--- src/rtl/regfile_sequencer.sv ---
// -----------------------------------------------------------------------------
// regfile_sequencer
//
// Multi-cycle sequencer that drives every input of the 4-entry register_file.
// One 8-bit ALU instruction is accepted at a time and walks through
// IDLE -> READ -> EXEC -> WRITE -> IDLE. The register_file writes data_in into
// data[rd] on every clock, so every cycle except WRITE points rd at rs1 and
// feeds op1 back to data_in. That rewrites a register with its own value.
//
// Instruction format: [7:6] op (00 ADD, 01 SUB, 10 AND, 11 XOR),
//                     [5:4] rd, [3:2] rs1, [1:0] rs2
//
// Ports
//   clk, rst_n        clock (rising edge), asynchronous active-low reset
//   instr_valid/ready valid/ready handshake for instr_data
//   instr_data [7:0]  instruction
//   rf_rs1/rs2/rd     register_file address outputs
//   rf_data_in [W]    register_file write data
//   rf_op1/op2 [W]    register_file read data
//   done              1-cycle pulse during the write-back cycle
//   flag_z, flag_c    zero and carry/borrow of the last retired instruction
//
// Optional feature (macro REGSEQ_PERF_EN):
//   cnt_clr           synchronous clear of retired_cnt; it takes priority over done
//   retired_cnt[15:0] count of retired instructions, wraps at 16'hFFFF
// -----------------------------------------------------------------------------
module regfile_sequencer #(
    parameter int W = 16
) (
    input  logic         clk,
    input  logic         rst_n,
    input  logic         instr_valid,
    output logic         instr_ready,
    input  logic [7:0]   instr_data,
    output logic [1:0]   rf_rs1,
    output logic [1:0]   rf_rs2,
    output logic [1:0]   rf_rd,
    output logic [W-1:0] rf_data_in,
    input  logic [W-1:0] rf_op1,
    input  logic [W-1:0] rf_op2,
`ifdef REGSEQ_PERF_EN
    input  logic         cnt_clr,
    output logic [15:0]  retired_cnt,
`endif
    output logic         done,
    output logic         flag_z,
    output logic         flag_c
);

    typedef enum logic [1:0] {
        IDLE  = 2'd0,
        READ  = 2'd1,
        EXEC  = 2'd2,
        WRITE = 2'd3
    } state_e;

    typedef enum logic [1:0] {
        OP_ADD = 2'd0,
        OP_SUB = 2'd1,
        OP_AND = 2'd2,
        OP_XOR = 2'd3
    } op_e;

    state_e         state_q, state_d;
    op_e            op_q, op_d;
    logic [1:0]     rd_q, rd_d;
    logic [1:0]     rs1_q, rs1_d;
    logic [1:0]     rs2_q, rs2_d;
    logic [W-1:0]   a_q, a_d;
    logic [W-1:0]   b_q, b_d;
    logic [W-1:0]   res_q, res_d;
    logic           c_q, c_d;
    logic           flag_z_q, flag_z_d;
    logic           flag_c_q, flag_c_d;
    logic           ready_q, ready_d;
    logic           done_q, done_d;
    logic [W:0]     sum;

    always_comb begin
        // NOTE: every signal assigned here gets a default first.
        // Otherwise a path that skips the assignment would infer a latch.
        state_d  = state_q;
        op_d     = op_q;
        rd_d     = rd_q;
        rs1_d    = rs1_q;
        rs2_d    = rs2_q;
        a_d      = a_q;
        b_d      = b_q;
        res_d    = res_q;
        c_d      = c_q;
        flag_z_d = flag_z_q;
        flag_c_d = flag_c_q;
        sum      = {1'b0, a_q} + {1'b0, b_q};

        case (state_q)
            IDLE: begin
                if (instr_valid) begin
                    op_d    = op_e'(instr_data[7:6]);
                    rd_d    = instr_data[5:4];
                    rs1_d   = instr_data[3:2];
                    rs2_d   = instr_data[1:0];
                    state_d = READ;
                end
            end
            READ: begin
                // Operands are sampled here.
                // With rd == rs1 or rd == rs2, the instruction uses the pre-write values.
                a_d     = rf_op1;
                b_d     = rf_op2;
                state_d = EXEC;
            end
            EXEC: begin
                case (op_q)
                    OP_ADD: begin
                        res_d = sum[W-1:0];
                        c_d   = sum[W];
                    end
                    OP_SUB: begin
                        res_d = a_q - b_q;
                        c_d   = (a_q < b_q);
                    end
                    OP_AND: begin
                        res_d = a_q & b_q;
                        c_d   = 1'b0;
                    end
                    default: begin
                        res_d = a_q ^ b_q;
                        c_d   = 1'b0;
                    end
                endcase
                state_d = WRITE;
            end
            default: begin
                flag_z_d = (res_q == '0);
                flag_c_d = c_q;
                state_d  = IDLE;
            end
        endcase

        ready_d = (state_d == IDLE);
        done_d  = (state_d == WRITE);
    end

    always_ff @(posedge clk or negedge rst_n) begin
        if (!rst_n) begin
            state_q  <= IDLE;
            op_q     <= OP_ADD;
            rd_q     <= '0;
            rs1_q    <= '0;
            rs2_q    <= '0;
            a_q      <= '0;
            b_q      <= '0;
            res_q    <= '0;
            c_q      <= 1'b0;
            flag_z_q <= 1'b0;
            flag_c_q <= 1'b0;
            ready_q  <= 1'b1;
            done_q   <= 1'b0;
        end else begin
            // NOTE: sequential state uses non-blocking assignments.
            // All flops then update together from the values the previous cycle computed.
            state_q  <= state_d;
            op_q     <= op_d;
            rd_q     <= rd_d;
            rs1_q    <= rs1_d;
            rs2_q    <= rs2_d;
            a_q      <= a_d;
            b_q      <= b_d;
            res_q    <= res_d;
            c_q      <= c_d;
            flag_z_q <= flag_z_d;
            flag_c_q <= flag_c_d;
            ready_q  <= ready_d;
            done_q   <= done_d;
        end
    end

    assign instr_ready = ready_q;
    assign done        = done_q;
    assign flag_z      = flag_z_q;
    assign flag_c      = flag_c_q;
    assign rf_rs1      = rs1_q;
    assign rf_rs2      = rs2_q;

    // Outside WRITE, rd follows rs1 and data_in carries op1 back.
    // The unconditional register_file write then preserves every register.
    assign rf_rd       = (state_q == WRITE) ? rd_q  : rs1_q;
    assign rf_data_in  = (state_q == WRITE) ? res_q : rf_op1;

`ifdef REGSEQ_PERF_EN
    logic [15:0] retired_cnt_q, retired_cnt_d;

    always_comb begin
        retired_cnt_d = retired_cnt_q;
        if (cnt_clr) begin
            retired_cnt_d = '0;
        end else if (done_q) begin
            retired_cnt_d = retired_cnt_q + 16'd1;
        end
    end

    always_ff @(posedge clk or negedge rst_n) begin
        if (!rst_n) begin
            retired_cnt_q <= '0;
        end else begin
            retired_cnt_q <= retired_cnt_d;
        end
    end

    assign retired_cnt = retired_cnt_q;
`endif

endmodule

--- config.mk ---
export PLATFORM = sky130hd
export DESIGN_NAME = regfile_sequencer
export DESIGN_NICKNAME = d
export VERILOG_FILES = /design/src/rtl/regfile_sequencer.sv
export SDC_FILE = /design/constraint.sdc
export NUM_CORES = 1
export LEC_CHECK = 0
export BUFFER_PORTS_ARGS = -buffer_cell sky130_fd_sc_hd__buf_2
export CAP_MARGIN = 5
export CORE_MARGIN = 3
export CORE_UTILIZATION = 55
export CTS_CLUSTER_DIAMETER = 200
export CTS_CLUSTER_SIZE = 10
export DETAILED_ROUTE_END_ITERATION = 10
export GPL_TIMING_DRIVEN = 0
export PLACE_DENSITY = 0.88
export RECOVER_POWER = 50
export REMOVE_ABC_BUFFERS = 1
export SKIP_CTS_REPAIR_TIMING = 1
export SYNTH_ARGS = -nofsm -noshare
export SYNTH_HDL_FRONTEND = slang
export SYNTH_SLANG_ARGS = --single-unit
--- constraint.sdc ---
create_clock -name clk -period 3.5 [get_ports clk]
set_clock_uncertainty 0.2 [all_clocks]
set_input_delay 0.175 -clock clk [delete_from_list [all_inputs] [get_ports clk]]
set_output_delay 0.175 -clock clk [all_outputs]
set_load 0.03 [all_outputs]
==> results of run 1 <==
flip-flops by register name (all words and copies together), names as in the netlist, 2 cells and up:
| signal | cells |
|---|---|
| a_q | 16 |
| op_q | 2 |
| rd_q | 2 |
| b_q | 16 |
| res_q | 16 |
| state_q | 2 |
| rf_rs1 | 2 |
| rf_rs2 | 2 |
cells in the mapped netlist, types with 6 or more instances:
cell type | count | area (sq um)
nor2_1 | 31 | 116.4
o21ai_0 | 34 | 170.2
nand2_1 | 39 | 146.4
nand4_1 | 6 | 37.54
dfrtp_1 | 62 | 1551
o211ai_1 | 8 | 60.06
nand3_1 | 7 | 35.03
mux2i_1 | 6 | 60.06
a21oi_1 | 34 | 170.2
ha_1 | 39 | 488.0
a211oi_1 | 6 | 45.04
nand2b_1 | 7 | 43.79
inv_1 | 39 | 146.4
mux2_2 | 43 | 484.2
clkbuf_1 | 17 | 63.81
a31oi_1 | 10 | 62.56
cell usage in the layout, fill, tap and decap left out, types with 8 or more instances in the layout:
master / instances
a21oi_1: 34
a31oi_1: 10
buf_2: 59
clkbuf_1: 9
clkbuf_8: 9
dfrtp_1: 62
dlygate4sd3_1: 41
ha_1: 38
inv_1: 39
mux2_2: 43
nand2_1: 39
nor2_1: 31
o211ai_1: 8
o21ai_0: 34
area by class of cell:
type | count | area [sq um]
repair buffers | 111 | 772.0
multi-input cells | 365 | 2711
flip-flops and latches | 63 | 1578
clock inverters | 7 | 81.33
inverters | 42 | 157.7
well taps | 102 | 127.6
fillers | 610 | 2336
clock buffers | 9 | 123.9
per-stage QoR:
stage | area [sq um] | instances | utilization | hold WS (ns)
finish | 5552 | 699 | 0.7038 | 0.03746
global route | 5552 | 699 | 0.7038 | 0.04206
CTS | 5140 | 657 | 0.6517 | -0.3482
detailed placement | 4935 | 641 | 0.6256 | 0.02081
global placement | 4912 | 640 | 0.6228 | 0.1810
floorplan | 4444 | 470 | - | -0.3206
per-layer routing:
layer  wire (microns)  global-route usage
met5                0                   0
met2             6294              0.4193
met3              807             0.04738
met1             5672              0.3721
met4              180             0.06070
cells by family (layout without fill, tap and decap cells):
logic type,Yosys count,in the layout,synth area share
buffers and inverters,72,169,0.06368
and+or+nand+nor,118,118,0.1249
DFF,63,63,0.3446
muxes,50,50,0.1238
adders and majority gates,41,41,0.1153
AOI/OAI and AO/OA,148,148,0.2124
xor gates and xnor gates,8,8,0.01531
worst max-delay path, cell delays in order, from the launching register on:
cell and delay [ns]:
dfrtp_1 0.41, inv_1 0.11, ha_1 0.31, nand2b_1 0.16
a2111o_1 0.48, a211oi_1 0.56, o21ai_1 0.18, xnor2_1 0.16
a221oi_1 0.37, nor2_1 0.10
worst min-delay path by stage:
stage	from	to	slack, ns	cells after the start
6_report	instr_valid	instr_ready	0.04	4
4_1_cts	rst_n	a_q[0]	-0.35	1
2_1_floorplan	rst_n	a_q[0]	-0.32	0
3_3_place_gp	rf_op2[8]	b_q[8]	0.18	3
3_5_place_dp	rst_n	b_q[0]	0.02	1
5_1_grt	instr_valid	state_q[0]	0.04	3
==> flow_summary.ini, run 1 <==
[critical_path]
ff2ff_setup_slack_ns = 0.33
end_kind = flop
worstSetupEndpoint = res_q[9]
r2r_end = res_q[9]
start_kind = flop
arrival_ns = 3.19
startpoint = b_q[1]
crit_required_ns = 3.52
crit-reg2reg-launch = b_q[1]
reg2reg_depth = 9
path_max_fanout = 4
criticalPathCategory = flop to flop

[placed_design]
place_ws_ns = 0.4663
gp_congestion = 0.9409
place_hpwl_microns = 8766
numPortBuffers = 68

[sta]
fin_crit_ns = 3.169
clock.fmax_mhz = 315.6
hold_viol = 0
finalCritPeriodShare = 0.9054
drv_slew = 0
finalSetupViolCount = 0
tns_ns = 0
max_slew_margin = 0.07781
worst_pin_slew_ns = 1.383
grt_setup_unrepaired = false
setup_ws_ns = 0.3311

[run_status]
status = completed

[job]
max_cap_viol_count = 0

[route]
vias_per_cell = 6.046
dr.pass1.iters = 6
vias = 4226
drt_iter0_markers = 357
drt_wl_total_microns = 12960
drc_errors = 0
ant_nets = 0
routedWlPerCell_microns = 18.53

[synth]
postSynthCellCount = 500
ys_seq_area_frac = 0.3446
synth_area_sq_um = 4578
syn_avg_cell_area_sq_um = 9.156
ys.flop_type = dfrtp_1
synth-edff-count = 0
synth-seq-cells = 63
ys_types = 70
yosysWarnings = 0
async_reset_ff_frac = 1.000

[global_routing]
grt_max_degree = 50
grt_overflow = 0
first_global_vias = 3949
grt_use_total = 0.2621
antenna_found_initial = 0
grt_pass1_wl_microns = 20290

[clock_tree]
cts_buffers = 9
h-tree-depth = 3
clock_sinks = 63
root_buffer = clkbuf_8
clkTransAtPathRegs_ns = 0.09
cts_tree = yes
clockBufferDepth = 2
clk_latency_ns = 0.35

[finish]
nets = 676
diodes = 0
areaGrowthSynthToFinish_pct = 21.26
final_layout_size_suffix_gt1_frac = 0.2211

[floorplanning]
core_sq_um = 7888
start_util = 0.5804
row_count = 32
num_io_pins = 69
die_h_microns = 97.24
die-area_sq_um = 9455
die_w_microns = 97.24

[hold_path]
hp-class = primary input to flop
Power of run 1 is not shown: default switching activity piles up to over one toggle a cycle in this logic, so the estimate is an artifact.
==> run 2: changes to the inputs <==
- BUFFER_PORTS_ARGS: -buffer_cell sky130_fd_sc_hd__buf_2 -> unset
- DONT_BUFFER_PORTS: unset -> 1
- PLACE_DENSITY: 0.88 -> 0.81
==> run 2 against run 1 <==
Routed wire length fell by 5.1%. The flow now finishes with violations (capacitance limit, slew limit). Highest routed layer unchanged. Count of clock-buffer cells in the layout stayed put. Core utilization down 4.7 points. Hold slack better by 0.12 ns. Critical endpoint is now c_q.
==> flow_summary.ini, run 2 (synthesis results as in run 1) <==
[run_status]
status = finished, violations left
violations = capacitance limit, slew limit

[clock_tree]
cts_buffers = 9
root_buffer = clkbuf_8
clk_latency_ns = 0.35
h-tree-depth = 3
clock_sinks = 63
clkTransAtPathRegs_ns = 0.08
clockBufferDepth = 2
cts_tree = yes

[route]
vias_per_cell = 6.287
vias = 3967
drc_errors = 0
routedWlPerCell_microns = 19.49
drt_wl_total_microns = 12300
drt_iter0_markers = 273
ant_nets = 0
dr.pass1.iters = 5

[finish]
diodes = 0
seq_area_sq_um = 1578
fin_util = 0.6570
nets = 608
final_cell_mix = 62 x dfrtp_1, 43 x mux2_2, 42 x dlygate4sd3_1
instances_no_fill = 631
reg_top3 = a_q: 16 flops, b_q: 16 flops, res_q: 16 flops
final_common_cell = dfrtp_1
n_fill_cell = 631
final_layout_size_suffix_gt1_frac = 0.1361
areaGrowthSynthToFinish_pct = 13.20
multiInputGateArea_sq_um = 2714

[global_routing]
grt_max_degree = 64
grt_overflow = 0
grt_pass1_wl_microns = 18890
first_global_vias = 3641
antenna_found_initial = 0
grt_use_total = 0.2464

[sta]
drv_slew = 64
hold_viol = 0
finalCritPeriodShare = 0.9113
grt_setup_unrepaired = false
clock.fmax_mhz = 313.5
finalSetupViolCount = 0
tns_ns = 0
worst_pin_slew_ns = 1.578
max_slew_margin = -0.05219
fin_crit_ns = 3.190

[critical_path]
startpoint = op_q[0]
cpMaxStageDelayCell = dfrtp_1
crit_required_ns = 3.59
criticalPathCategory = flop to flop
crit-reg2reg-launch = op_q[0]
critPathMaxStageDelay_ns = 1.12
start_kind = flop
reg2reg_depth = 5
crit_buf_inv = 1
path_max_fanout = 34
path_cells = inv_1, nor2_1, nand2_1, or3_1, nand3_1
end_kind = flop
ff2ff_setup_slack_ns = 0.31
r2r_end = c_q
crit_family = simple AND/OR/NAND/NOR gates
arrival_ns = 3.28

[placed_design]
numPortBuffers = 0
gp_congestion = 0.9070
dpl.cell_count = 572
place_hpwl_microns = 8197

[floorplanning]
num_io_pins = 69
start_util = 0.5804
row_count = 32
core_sq_um = 7888
die_h_microns = 97.24
die-area_sq_um = 9455
die_w_microns = 97.24

[hold_path]
min_to = op_q[1]
hp-start = instr_valid
hp-class = primary input to flop
worstHoldPathCells = 2

[job]
max_cap_viol_count = 1
==> run 2: cell count changes in the layout (fill, tap and decap cells not counted), sizes merged <==
cell	change
clkbuf	-9
bufinv	-1
dlygate4sd3	+1
buf	-60
clkinv	+1
==> run 2: per-stage QoR <==
stage               area (sq um)  worst slack [ns]  hold slack (ns)
floorplan                   4444            0.7311          -0.3206
global placement            4572            0.4316          -0.3181
detailed placement          4574            0.4236          -0.3188
CTS                         4755            0.4062          -0.7127
global route                5182           0.08570           0.1828
finish                      5182            0.3104           0.1560
==> run 2: worst max-delay path by stage <==
stage / endpoint / slack, ns / cells after the start
after floorplan: res_q[14] / 0.73 / 8
after global placement: c_q / 0.43 / 5
after CTS: c_q / 0.41 / 5
final: c_q / 0.31 / 5
after global routing: res_q[13] / 0.09 / 6
after detailed placement: res_q[14] / 0.42 / 8
==> run 2: per-layer routing <==
layer / GRT usage / part of all wire
met4: 0.07668 / 0.023
met1: 0.3456 / 0.45
met2: 0.3758 / 0.46
met3: 0.06246 / 0.068
met5: 0 / 0
==> run 2: final cells by class <==
class,instances,area share
multi-input combinational,365,0.5237
clock buffer,9,0.02390
clock inverter,7,0.01086
tap,102,0.02463
sequential,63,0.3044
timing repair buffer,43,0.08209
inverter,42,0.03042
==> run 2: worst reg2reg max path, stage by stage (launching register included) <==
cell,delay [ns]
dfrtp_1,1.12
inv_1,0.54
nor2_1,0.55
nand2_1,0.20
or3_1,0.42
nand3_1,0.10
Power of run 2 is left out for the same reason.
==> run 3: changes to the inputs <==
- clock period: 3.5 -> 3.93 ns (I/O delays scaled with it)
==> run 3 against run 2 <==
The run now ends clean. Register-to-register slack gained 0.38 ns. Global-route usage is the same. Die area is the same. Core utilization grew 0.29 points. Final cell count unchanged. Critical path depth unchanged. Setup slack gained 0.38 ns. Maximum frequency down 1.5%. Critical endpoint unchanged.
==> flow_summary.ini, run 3 (synthesis results as in run 1) <==
[run_status]
status = completed

[clock_tree]
clock_sinks = 63
cts_tree = yes
clk_latency_ns = 0.36
clockBufferDepth = 2
clkTransAtPathRegs_ns = 0.10
cts_buffers = 9
h-tree-depth = 3
root_buffer = clkbuf_8

[route]
drc_errors = 0
drt_iter0_markers = 233
drt_wl_total_microns = 12300
vias_per_cell = 6.257
vias = 3948
routedWlPerCell_microns = 19.48
ant_nets = 0
dr.pass1.iters = 7

[critical_path]
crit_family = simple AND/OR/NAND/NOR gates
critPathMaxStageDelay_ns = 1.11
criticalPathCategory = flop to flop
crit_required_ns = 4.01
path_max_fanout = 34
crit_buf_inv = 1
end_kind = flop
start_kind = flop
path_cells = inv_1, nor2_1, nand2_1, or3_1, nand3_1
cpMaxStageDelayCell = dfrtp_1
arrival_ns = 3.32

[sta]
finalSetupViolCount = 0
worst_pin_slew_ns = 1.163
setup_ws_ns = 0.6930
grt_setup_unrepaired = false
hold_viol = 0
clock.fmax_mhz = 308.9
fin_crit_ns = 3.237
max_slew_margin = 0.2246
drv_slew = 0
tns_ns = 0
finalCritPeriodShare = 0.8237

[finish]
reg_top3 = a_q: 16 flops, b_q: 16 flops, res_q: 16 flops
nets = 608
areaGrowthSynthToFinish_pct = 13.69
final_layout_size_suffix_gt1_frac = 0.1361
fin_util = 0.6599
final_cell_mix = 62 x dfrtp_1, 43 x mux2_2, 42 x dlygate4sd3_1
final_common_cell = dfrtp_1
diodes = 0

[global_routing]
grt_max_degree = 64
grt_use_total = 0.2464
antenna_found_initial = 0
grt_overflow = 0
first_global_vias = 3641
grt_pass1_wl_microns = 18890

[placed_design]
place_hpwl_microns = 8197
numPortBuffers = 0
place_ws_ns = 0.8536
gp_congestion = 0.9070

[floorplanning]
die_w_microns = 97.24
die_h_microns = 97.24
num_io_pins = 69
start_util = 0.5804
die-area_sq_um = 9455
core_sq_um = 7888
row_count = 32

[hold_path]
hp-class = primary input to asynchronous set/reset pin

[job]
max_cap_viol_count = 0
-- run 3: stage by stage --
stage	std cells	hold WS [ns]	area [sq um]
6_report	631	0.1628	5205
5_1_grt	631	0.1835	5205
4_1_cts	588	-0.6912	4755
3_5_place_dp	572	-0.2973	4574
3_3_place_gp	572	-0.2966	4572
2_1_floorplan	470	-0.2991	4444
-- run 3: final timing paths --
kind	startpoint	end	slack, ns	depth (start not counted)
max in group asynchronous	rst_n	instr_ready	3.07	2
min reg2reg	res_q[0]	flag_z	0.30	1
max reg2reg	op_q[0]	c_q	0.69	5
min in group clk	instr_valid	op_q[0]	0.18	2
max	op_q[0]	c_q	0.69	5
min	rst_n	res_q[9]	0.16	2
-- run 3: area by class of cell --
class,count,area (sq um)
inverters,42,157.7
multi-input cells,365,2714
clock buffers,9,123.9
fillers,629,2683
clock inverters,7,56.30
repair buffers,43,447.9
flip-flops and latches,63,1578
well taps,102,127.6
-- run 3: metal layers --
layer,part of all wire,GRT usage,routed length [microns],up-vias
met5,0,0,0,-
met4,0.021,0.07668,255,0
met1,0.45,0.3456,5508,1923
li1,-,-,-,1852
met3,0.073,0.06246,893,21
met2,0.46,0.3758,5638,152
Power of run 3 is left out for the same reason.
